### config.mk
export PLATFORM = sky130hd
export DESIGN_NAME = pc_state_reg
export DESIGN_NICKNAME = d
export VERILOG_FILES = /design/src/rtl/pc_state_reg.sv
export SDC_FILE = /design/constraint.sdc
export NUM_CORES = 1
export LEC_CHECK = 0
export ABC_AREA = 1
export CORE_MARGIN = 1
export CORE_UTILIZATION = 40
export DETAILED_ROUTE_END_ITERATION = 7
export GPL_TIMING_DRIVEN = 0
export PLACE_DENSITY = 0.83
export SKIP_CTS_REPAIR_TIMING = 1
export SYNTH_ARGS = -nofsm -noshare
export SYNTH_HDL_FRONTEND = slang
export SYNTH_SLANG_ARGS = --single-unit
### constraint.sdc
create_clock -name clk -period 3 [get_ports clk]
set_input_delay 0.45 -clock clk [delete_from_list [all_inputs] [get_ports clk]]
set_output_delay 0.45 -clock clk [all_outputs]
set_load 0.01 [all_outputs]
### src/rtl/pc_state_reg.sv
// Y86 SEQ PC state register: latches the committed next PC, owns the processor
// status and BOOT/RUN/STOP sequencing, and keeps retired-instruction/cycle counters.
module pc_state_reg #(
  parameter logic [63:0] RESET_PC = 64'h0,
  parameter logic [63:0] MEM_SIZE = 64'h1000,
  parameter int          CNT_W    = 32
) (
  input  logic             clk,
  input  logic             reset,
  input  logic [63:0]      updated_pc,
  input  logic [3:0]       icode,
  input  logic             instr_valid,
  input  logic             imem_error,
  input  logic             dmem_error,
  input  logic             stall,
  output logic [63:0]      pc,
  output logic [63:0]      pc_prev,
  output logic [2:0]       stat,
  output logic             running,
  output logic [CNT_W-1:0] instr_count,
  output logic [CNT_W-1:0] cycle_count
);

  typedef enum logic [1:0] {
    BOOT = 2'd0,
    RUN  = 2'd1,
    STOP = 2'd2
  } state_t;

  localparam logic [2:0] STAT_AOK = 3'd1;
  localparam logic [2:0] STAT_HLT = 3'd2;
  localparam logic [2:0] STAT_ADR = 3'd3;
  localparam logic [2:0] STAT_INS = 3'd4;

  localparam logic [3:0] ICODE_HALT = 4'h0;

  state_t state;

  // NOTE: all state lives in one clocked block written with non-blocking
  // assignments, so every output is a flop and pc_prev <= pc sees the old pc.
  always_ff @(posedge clk) begin
    if (reset) begin
      state       <= BOOT;
      pc          <= RESET_PC;
      pc_prev     <= RESET_PC;
      stat        <= STAT_AOK;
      running     <= 1'b0;
      instr_count <= '0;
      cycle_count <= '0;
    end else begin
      unique case (state)
        BOOT: begin
          state   <= RUN;
          running <= 1'b1;
        end

        RUN: begin
          cycle_count <= cycle_count + CNT_W'(1);
          if (!stall) begin
            // Faults and halt leave pc on the offending instruction.
            if (imem_error) begin
              stat    <= STAT_ADR;
              state   <= STOP;
              running <= 1'b0;
            end else if (!instr_valid) begin
              stat    <= STAT_INS;
              state   <= STOP;
              running <= 1'b0;
            end else if (dmem_error) begin
              stat    <= STAT_ADR;
              state   <= STOP;
              running <= 1'b0;
            end else if (icode == ICODE_HALT) begin
              stat    <= STAT_HLT;
              state   <= STOP;
              running <= 1'b0;
            end else if (updated_pc >= MEM_SIZE) begin
              stat    <= STAT_ADR;
              state   <= STOP;
              running <= 1'b0;
            end else begin
              pc          <= updated_pc;
              pc_prev     <= pc;
              instr_count <= instr_count + CNT_W'(1);
              stat        <= STAT_AOK;
            end
          end
        end

        STOP: begin
          // Frozen until reset.
          state   <= STOP;
          running <= 1'b0;
        end

        default: begin
          state   <= BOOT;
          running <= 1'b0;
        end
      endcase
    end
  end

endmodule

======== Word-level counts from Yosys, hierarchy flattened ========
Cells that the tools add are included.
storage, ports and cells
  register bits after elaboration ......... 198
  bits of input ports ..................... 74
  logic and storage cells ................. 43
cells by class
  $add $sub $neg .......................... 2
  magnitude comparators ................... 1
  eq/ne operators ......................... 4
  multiplexer cells ....................... 19
  bitwise operators ....................... 5
  reductions and logical operators ........ 5
operator list
  kind                                                   number
  adder 32 x 1 -> 32 bit, second input constant          2
  >= comparator 64 x 13 -> 1 bit, second input constant  1
  two-way mux 2 bit                                      9
  AND reduction 7 bit                                    1
  two-way mux 1 bit                                      6
  two-way mux 3 bit                                      2
  != test 6 bit, second input constant                   1
  one-hot mux 2 bit (3 select lines)                     1
  NOT 1 bit                                              5
  zero test 4 bit                                        1
  AND reduction 2 bit                                    2
  equality test 2 x 1 -> 1 bit, second input constant    1
  equality test 2 bit, second input constant             1
  zero test 2 bit                                        1
  != test 2 bit, second input constant                   1
  one-hot mux 1 bit (2 select lines)                     1

======== Longest topological paths before layout ========
Gate-level depths: netlist (run 1).
  depth after elaboration ................. 8
  gate-level depth with buffers ........... 13
  gate-level depth less buffers ........... 12

======== Worst setup path before layout (run 1) ========
Ideal clock, no wire load.
  kind .................................... flip-flop to flip-flop
  start point ............................. register state[0]
  end point ............................... register instr_count[15]
  arrival ................................. 1.613 ns
  required time ........................... 2.872 ns
  slack ................................... 1.259 ns
  cell stages (with the launch flop) ...... 13
  clock period less this slack ............ 1.741 ns
  cell sequence ........................... dfxtp_1 -> ha_1 -> buf_4 -> inv_4 -> nor2_4 -> nand2_2 -> inv_2 -> nand3_1 -> buf_2 -> nor2_1 -> nand2_1 -> o21ai_0 -> nor2_1
on the way
  longest elaborated chain between the ends .. 2
RTL lines
  element                        RTL line  source
  start: declaration             37        state_t state;
  start signal: assignment       43        state <= BOOT;
  start signal: assignment       53        state <= RUN;
  start signal: assignment       63        state <= STOP;
  equality test 2 x 1 -> 1 bit   51        unique case (state)
  AND reduction 7 bit (no line)  -
  end signal: assignment         84        instr_count <= instr_count + CNT_W'(1);
  end: declaration               20        output logic [CNT_W-1:0] instr_count,
No other way between the ends.
A chain may end at the register's enable or synchronous reset.

======== Final worst setup path (run 1) ========
  start point ............................. register state[0]
  end point ............................... register instr_count[21]
Same word-level chain as after synthesis.

==> results.toml, run 1 <==
[status]
outcome = "finished clean"

[timing]
fin_worst_skew_ns = 0.00986
worstMarginPinSlew_ns = 0.734
finalCritPeriodShare = 0.760
holdWs_ns = 0.464
final-setup-viol-count = 0
layout_min_cycle_time_ns = 2.28
hold_violations = 0
rsz0062_at_grt = "false"
fin_tns_setup_ns = 0
timing.fmax_mhz = 439
slew_headroom = 0.510
drv_slew = 0

[clocking]
htree_num_levels = 4
clk_latency_ns = 0.43
clockBufferDepth = 2
clkTransAtPathRegs_ns = 0.08
cts.sinks = 197
cts_buffers = 17
tritoncts = "yes"
cts_root_buf = "clkbuf_16"

[floorplan]
core_area_sq_mm = 0.0197
io_pins = 270
die-area_sq_mm = 0.0210
die_w_um = 145
start_util = 0.414
rows = 51
die_height_um = 145

[synthesis]
syn_inst = 1129
synth.avg_cell_area_sq_um = 7.22
yosysWarnings = 0
ys_seq_area_frac = 0.484
synth_seq_cells = 197
synth_fa_ha_area_frac = 0.00614
yosys.area_share.xor_xnor = 0.00322
synth_nets = 1207
synth_top_family_by_area = "simple AND/OR/NAND/NOR gates"
synth_compound_area_frac = 0.109
synthMuxAreaShare = 0
synthSimpleGateAreaFrac = 0.304
netlist_area_sq_mm = 0.00815
ys_types = 40

[power_and_ir_drop]
leakagePower_nw = 5.00
powerDensity_mw_per_mm2 = 457
peakVddDrop_mv = 0.402

[placed_design]
gp_congestion = 0.888
place_hpwl_um = 18900
numPortBuffers = 269

[drt]
via_per_inst = 4.91
wl_per_cell_um = 15.0
wirelength_um = 25400
firstDrtPassIters = 6
ant_nets = 0
drt_iter0_drc = 384
drc_errors = 0
via_count = 8323

[final_layout]
syn2layout_area_growth_pct = 44.5
fin_nets = 1495
n_antenna_cell = 0
drive_above_1_share = 0.0636

[worst_setup_path]
crit_arrival_ns = 2.58
cp-end-kind = "register"
cp.required_ns = 3.30
worst-setup-path-type = "reg -> reg"
path_max_fanout = 10
worstSetupStartpointType = "register"

[grt]
grt-ovfl-total = 0
grt_max_degree = 22
grt_usage = 0.248
antenna_found_initial = 0
grt_pass1_vias = 8008
grt_pass1_wl_um = 40000

[flow_run]
max_cap_viol_count = 0

[min_path]
holdCritPathClass = "reg -> reg"
==> through the flow <==
step | util | area [sq um] | total power (W) | instances | worst slack, ns
final | 0.598 | 11800 | 0.00538 | 1695 | 0.721
after global placement | 0.567 | 11200 | 0.00313 | 1663 | 0.401
after detailed placement | 0.567 | 11200 | 0.00315 | 1663 | 0.376
after CTS | 0.598 | 11800 | 0.00540 | 1695 | 0.672
after floorplan | - | 8150 | 0.00293 | 1129 | 1.26
after global routing | 0.598 | 11800 | 0.00559 | 1695 | 0.505
==> layout by cell type (no fill, tap or decap), drive strengths merged <==
cell,Yosys,final
a21oi,66,66
o31ai,1,1
dfxtp,197,197
clkbuf,17,34
and2,1,1
clkinvlp,0,1
xnor2,1,1
or2,2,2
inv,135,140
and3,1,1
a31oi,1,1
xor2,2,2
nor2,283,283
nand3b,3,3
nor4,4,4
nand3,96,96
clkinv,0,9
nor3,13,13
clkdlybuf4s50,0,269
o21bai,1,1
o21ai,95,95
nand4,8,8
buf,29,29
ha,4,4
nor4b,1,1
a211oi,1,1
nand2,163,163
o21a,4,4
==> layer usage <==
layer | routed length [um] | share of wire | GRT usage
met1 | 10300 | 0.41 | 0.285
met2 | 12300 | 0.48 | 0.423
met3 | 2200 | 0.087 | 0.0859
met4 | 621 | 0.024 | 0.0925
met5 | 0 | 0 | 0
==> layout make-up <==
type	count	area (sq um)
clock inverters	15	178
inverters	135	509
flip-flops and latches	197	3940
clock buffers	17	425
well taps	265	332
multi-input cells	751	3440
fillers	1692	7940
plain buffers	46	258
repair buffers	269	2690
==> cell usage after synthesis <==
| cell type | instances | area share |
|---|---|---|
| nor2_1 | 264 | 0.12 |
| dfxtp_1 | 197 | 0.48 |
| nand2_1 | 159 | 0.073 |
| inv_1 | 131 | 0.060 |
| nand3_1 | 95 | 0.058 |
| o21ai_0 | 83 | 0.051 |
| a21oi_1 | 60 | 0.037 |
| clkbuf_1 | 16 | 0.0074 |
| nor3_1 | 13 | 0.0080 |
| o21ai_1 | 12 | 0.0074 |
| buf_2 | 10 | 0.0061 |
| nor2_2 | 10 | 0.0077 |
| nand4_1 | 8 | 0.0061 |
| nor2_4 | 8 | 0.011 |
| buf_4 | 7 | 0.0064 |
| a21oi_2 | 6 | 0.0064 |
| buf_1 | 6 | 0.0028 |
| buf_6 | 6 | 0.0083 |
| ha_1 | 4 | 0.0061 |
| nor4_1 | 4 | 0.0031 |
| o21a_1 | 4 | 0.0037 |
| inv_2 | 3 | 0.0014 |
| nand2_2 | 3 | 0.0023 |
| nand3b_1 | 3 | 0.0028 |
| xor2_1 | 2 | 0.0021 |
| a211oi_1 | 1 | 0.00092 |
| a31oi_1 | 1 | 0.00077 |
| and2_1 | 1 | 0.00077 |
| and3_1 | 1 | 0.00077 |
| clkbuf_2 | 1 | 0.00061 |
| inv_4 | 1 | 0.00077 |
| nand2_4 | 1 | 0.0014 |
| nand3_4 | 1 | 0.0021 |
| nor2_8 | 1 | 0.0025 |
| nor4b_1 | 1 | 0.0011 |
| o21bai_1 | 1 | 0.00092 |
| o31ai_1 | 1 | 0.00092 |
| or2_1 | 1 | 0.00077 |
| or2_2 | 1 | 0.00077 |
| xnor2_1 | 1 | 0.0011 |
==> worst paths after layout <==
path                            depth (start not counted)  slack [ns]     start               to
worst min-delay path                                    2        0.46   stat[1]          stat[1]
worst max-delay path                                   12        0.72  state[0]  instr_count[21]
worst min register to register                          2        0.46   stat[1]          stat[1]
worst max register to register                         12        0.72  state[0]  instr_count[21]
==> registers in the layout, summed over array words and instances (netlist names) <==
| register | count |
|---|---|
| state | 2 |
| instr_count | 32 |
| pc | 64 |
| cycle_count | 32 |
| stat | 3 |
| pc_prev | 64 |
==> kinds of logic after synthesis <==
logic type / Yosys count
AO/OA/AOI/OAI: 169
XOR/XNOR: 3
adder cells (fa/ha/maj): 4
buffers and inverters: 181
flip-flops: 197
AND/OR/NAND/NOR: 575
==> power by group <==
group | switching (W) | leakage (nW) | internal, W
sequential | 0.0000261 | 1.59 | 0.00264
combinational | 0.000216 | 3.13 | 0.000202
clock | 0.00117 | 0.290 | 0.00112
total | 0.00141 | 5.00 | 0.00397
==> critical path, cell delays in order, from the launching register on <==
cell	delay, ns
dfxtp_1	0.40
ha_1	0.17
buf_4	0.18
inv_4	0.08
nor2_4	0.13
nand2_2	0.12
inv_2	0.10
nand3_1	0.27
buf_2	0.31
nor2_1	0.18
nand2_1	0.07
o21ai_0	0.07
nor2_1	0.05
No activity file was read; power rests on OpenSTA's default activity.
==> run 2: changes to the inputs <==
Clock period 3 ns to 2.25 ns, I/O delays scaled along.
==> run 2 against run 1 <==
Net effect: total power is 33% higher; critical endpoint is now pc_prev[29]; critical path depth is 1 lower; wire length about the same; flip-flop and latch count did not move; clock skew barely moved; largest cell class unchanged.
==> results.toml, run 2 (synthesis results as in run 1) <==
[timing]
finalCritPeriodShare = 0.924
fin_worst_skew_ns = 0.00975
final-setup-viol-count = 0
slew_headroom = 0.511
timing.fmax_mhz = 481
hold_violations = 0
worstMarginPinSlew_ns = 0.733
rsz0062_at_grt = "false"
fin_tns_setup_ns = 0
layout_min_cycle_time_ns = 2.08
drv_slew = 0
holdWs_ns = 0.464

[power_and_ir_drop]
peakVddDrop_mv = 0.547
powerDensity_mw_per_mm2 = 608
leakagePower_nw = 5.01

[clocking]
cts.sinks = 197
htree_num_levels = 4
cts_buffers = 17
tritoncts = "yes"
clkTransAtPathRegs_ns = 0.08
clockBufferDepth = 2
clk_latency_ns = 0.43
cts_root_buf = "clkbuf_16"

[grt]
met3_usage = 0.0859
grt_max_degree = 22
top_usage_layer = "met2"
grt_usage = 0.248
use_met2 = 0.423
antenna_found_initial = 0
grt-ovfl-total = 0
grt_pass1_vias = 8008
grt_pass1_wl_um = 40000
met1_usage = 0.285

[drt]
drc_errors = 0
via_count = 8302
ant_nets = 0
drt_iter0_drc = 363
via_per_inst = 4.90
wl_per_cell_um = 15.0
firstDrtPassIters = 5
wirelength_um = 25400

[final_layout]
utilization = 0.598
final_cell_count_no_fill = 1695
final_common_cell = "clkdlybuf4s50_1"
syn2layout_area_growth_pct = 44.7
fin_area_sq_mm = 0.0118
drive_above_1_share = 0.0650
reg.largest.list = "pc (64), pc_prev (64)"
n_antenna_cell = 0
final_cell_mix = "269 x clkdlybuf4s50_1, 264 x nor2_1, 197 x dfxtp_1"
fin_nets = 1495
n_fill_cell = 1691

[placed_design]
placed_area_sq_mm = 0.0112
dpl.cell_count = 1663
numPortBuffers = 269
gp_congestion = 0.888
place_hpwl_um = 18900

[worst_setup_path]
crit_chain = "ha_1 -> buf_4 -> inv_4 -> nor2_4 -> nand2_2 -> inv_2 -> nand3_4 -> buf_6 -> buf_4 -> nor2_1 -> nor2_1"
cpPeakStageDelay_ns = 0.40
cp.required_ns = 2.57
r2r_setup_slack_ns = 0.17
worst-setup-path-type = "reg -> reg"
worstSetupStartpointType = "register"
path_max_fanout = 10
cp-end-kind = "register"
slowest_stage = "dfxtp_1"
crit_arrival_ns = 2.40

[status]
outcome = "finished clean"

[floorplan]
die_w_um = 145
die-area_sq_mm = 0.0210
die_height_um = 145
core_area_sq_mm = 0.0197
rows = 51
io_pins = 270
start_util = 0.414

[flow_run]
max_cap_viol_count = 0

[min_path]
holdCritPathClass = "reg -> reg"
[run 2: cell counts in the layout (fill, tap and decap cells not counted)]
No cell type changed its count.
[run 2: worst max-delay path: cells and delay by family, from the launching register on]
family | cells | cell delay [ns]
buf+inv | 5 | 0.77
simple gates | 5 | 0.61
flops | 1 | 0.40
fa+ha+maj | 1 | 0.17
[run 2: report_power, final]
part,total (W),internal (W),switching (W)
combinational,0.000559,0.000270,0.000289
sequential,0.00356,0.00353,0.0000348
clock,0.00305,0.00150,0.00155
[run 2: layout make-up]
type	count	area (sq um)	share of cell area
sequential	197	3940	0.334
multi-input combinational	751	3460	0.293
timing repair buffer	269	2690	0.228
inverter	135	509	0.0432
clock buffer	17	425	0.0361
tap	265	332	0.0281
buffer	46	262	0.0222
clock inverter	15	178	0.0151
[run 2: routing by layer]
metal / wire length, um / up-vias
li1: - / 4159
met4: 682 / 0
met2: 12200 / 271
met5: 0 / -
met1: 10200 / 3821
met3: 2220 / 51
[run 2: path summary, 6_finish.rpt]
| check | start | depth (start not counted) | end |
|---|---|---|---|
| setup / recovery | state[0] | 11 | pc_prev[29] |
| hold reg to reg | stat[1] | 2 | stat[1] |
| setup reg to reg | state[0] | 11 | pc_prev[29] |
| hold / removal | stat[1] | 2 | stat[1] |
[run 2: through the flow]
step | total power [W] | setup WS, ns
after floorplan | 0.00391 | 0.509
after global placement | 0.00418 | -0.236
after detailed placement | 0.00420 | -0.261
after CTS | 0.00720 | -0.0781
after global routing | 0.00745 | 0.0148
final | 0.00717 | 0.171
==> run 3: changes to the inputs <==
Settings changed: CAP_MARGIN set to 5.
==> results of run 3 <==
Same layout as run 2: the final DEF is identical, and so are final timing and power.
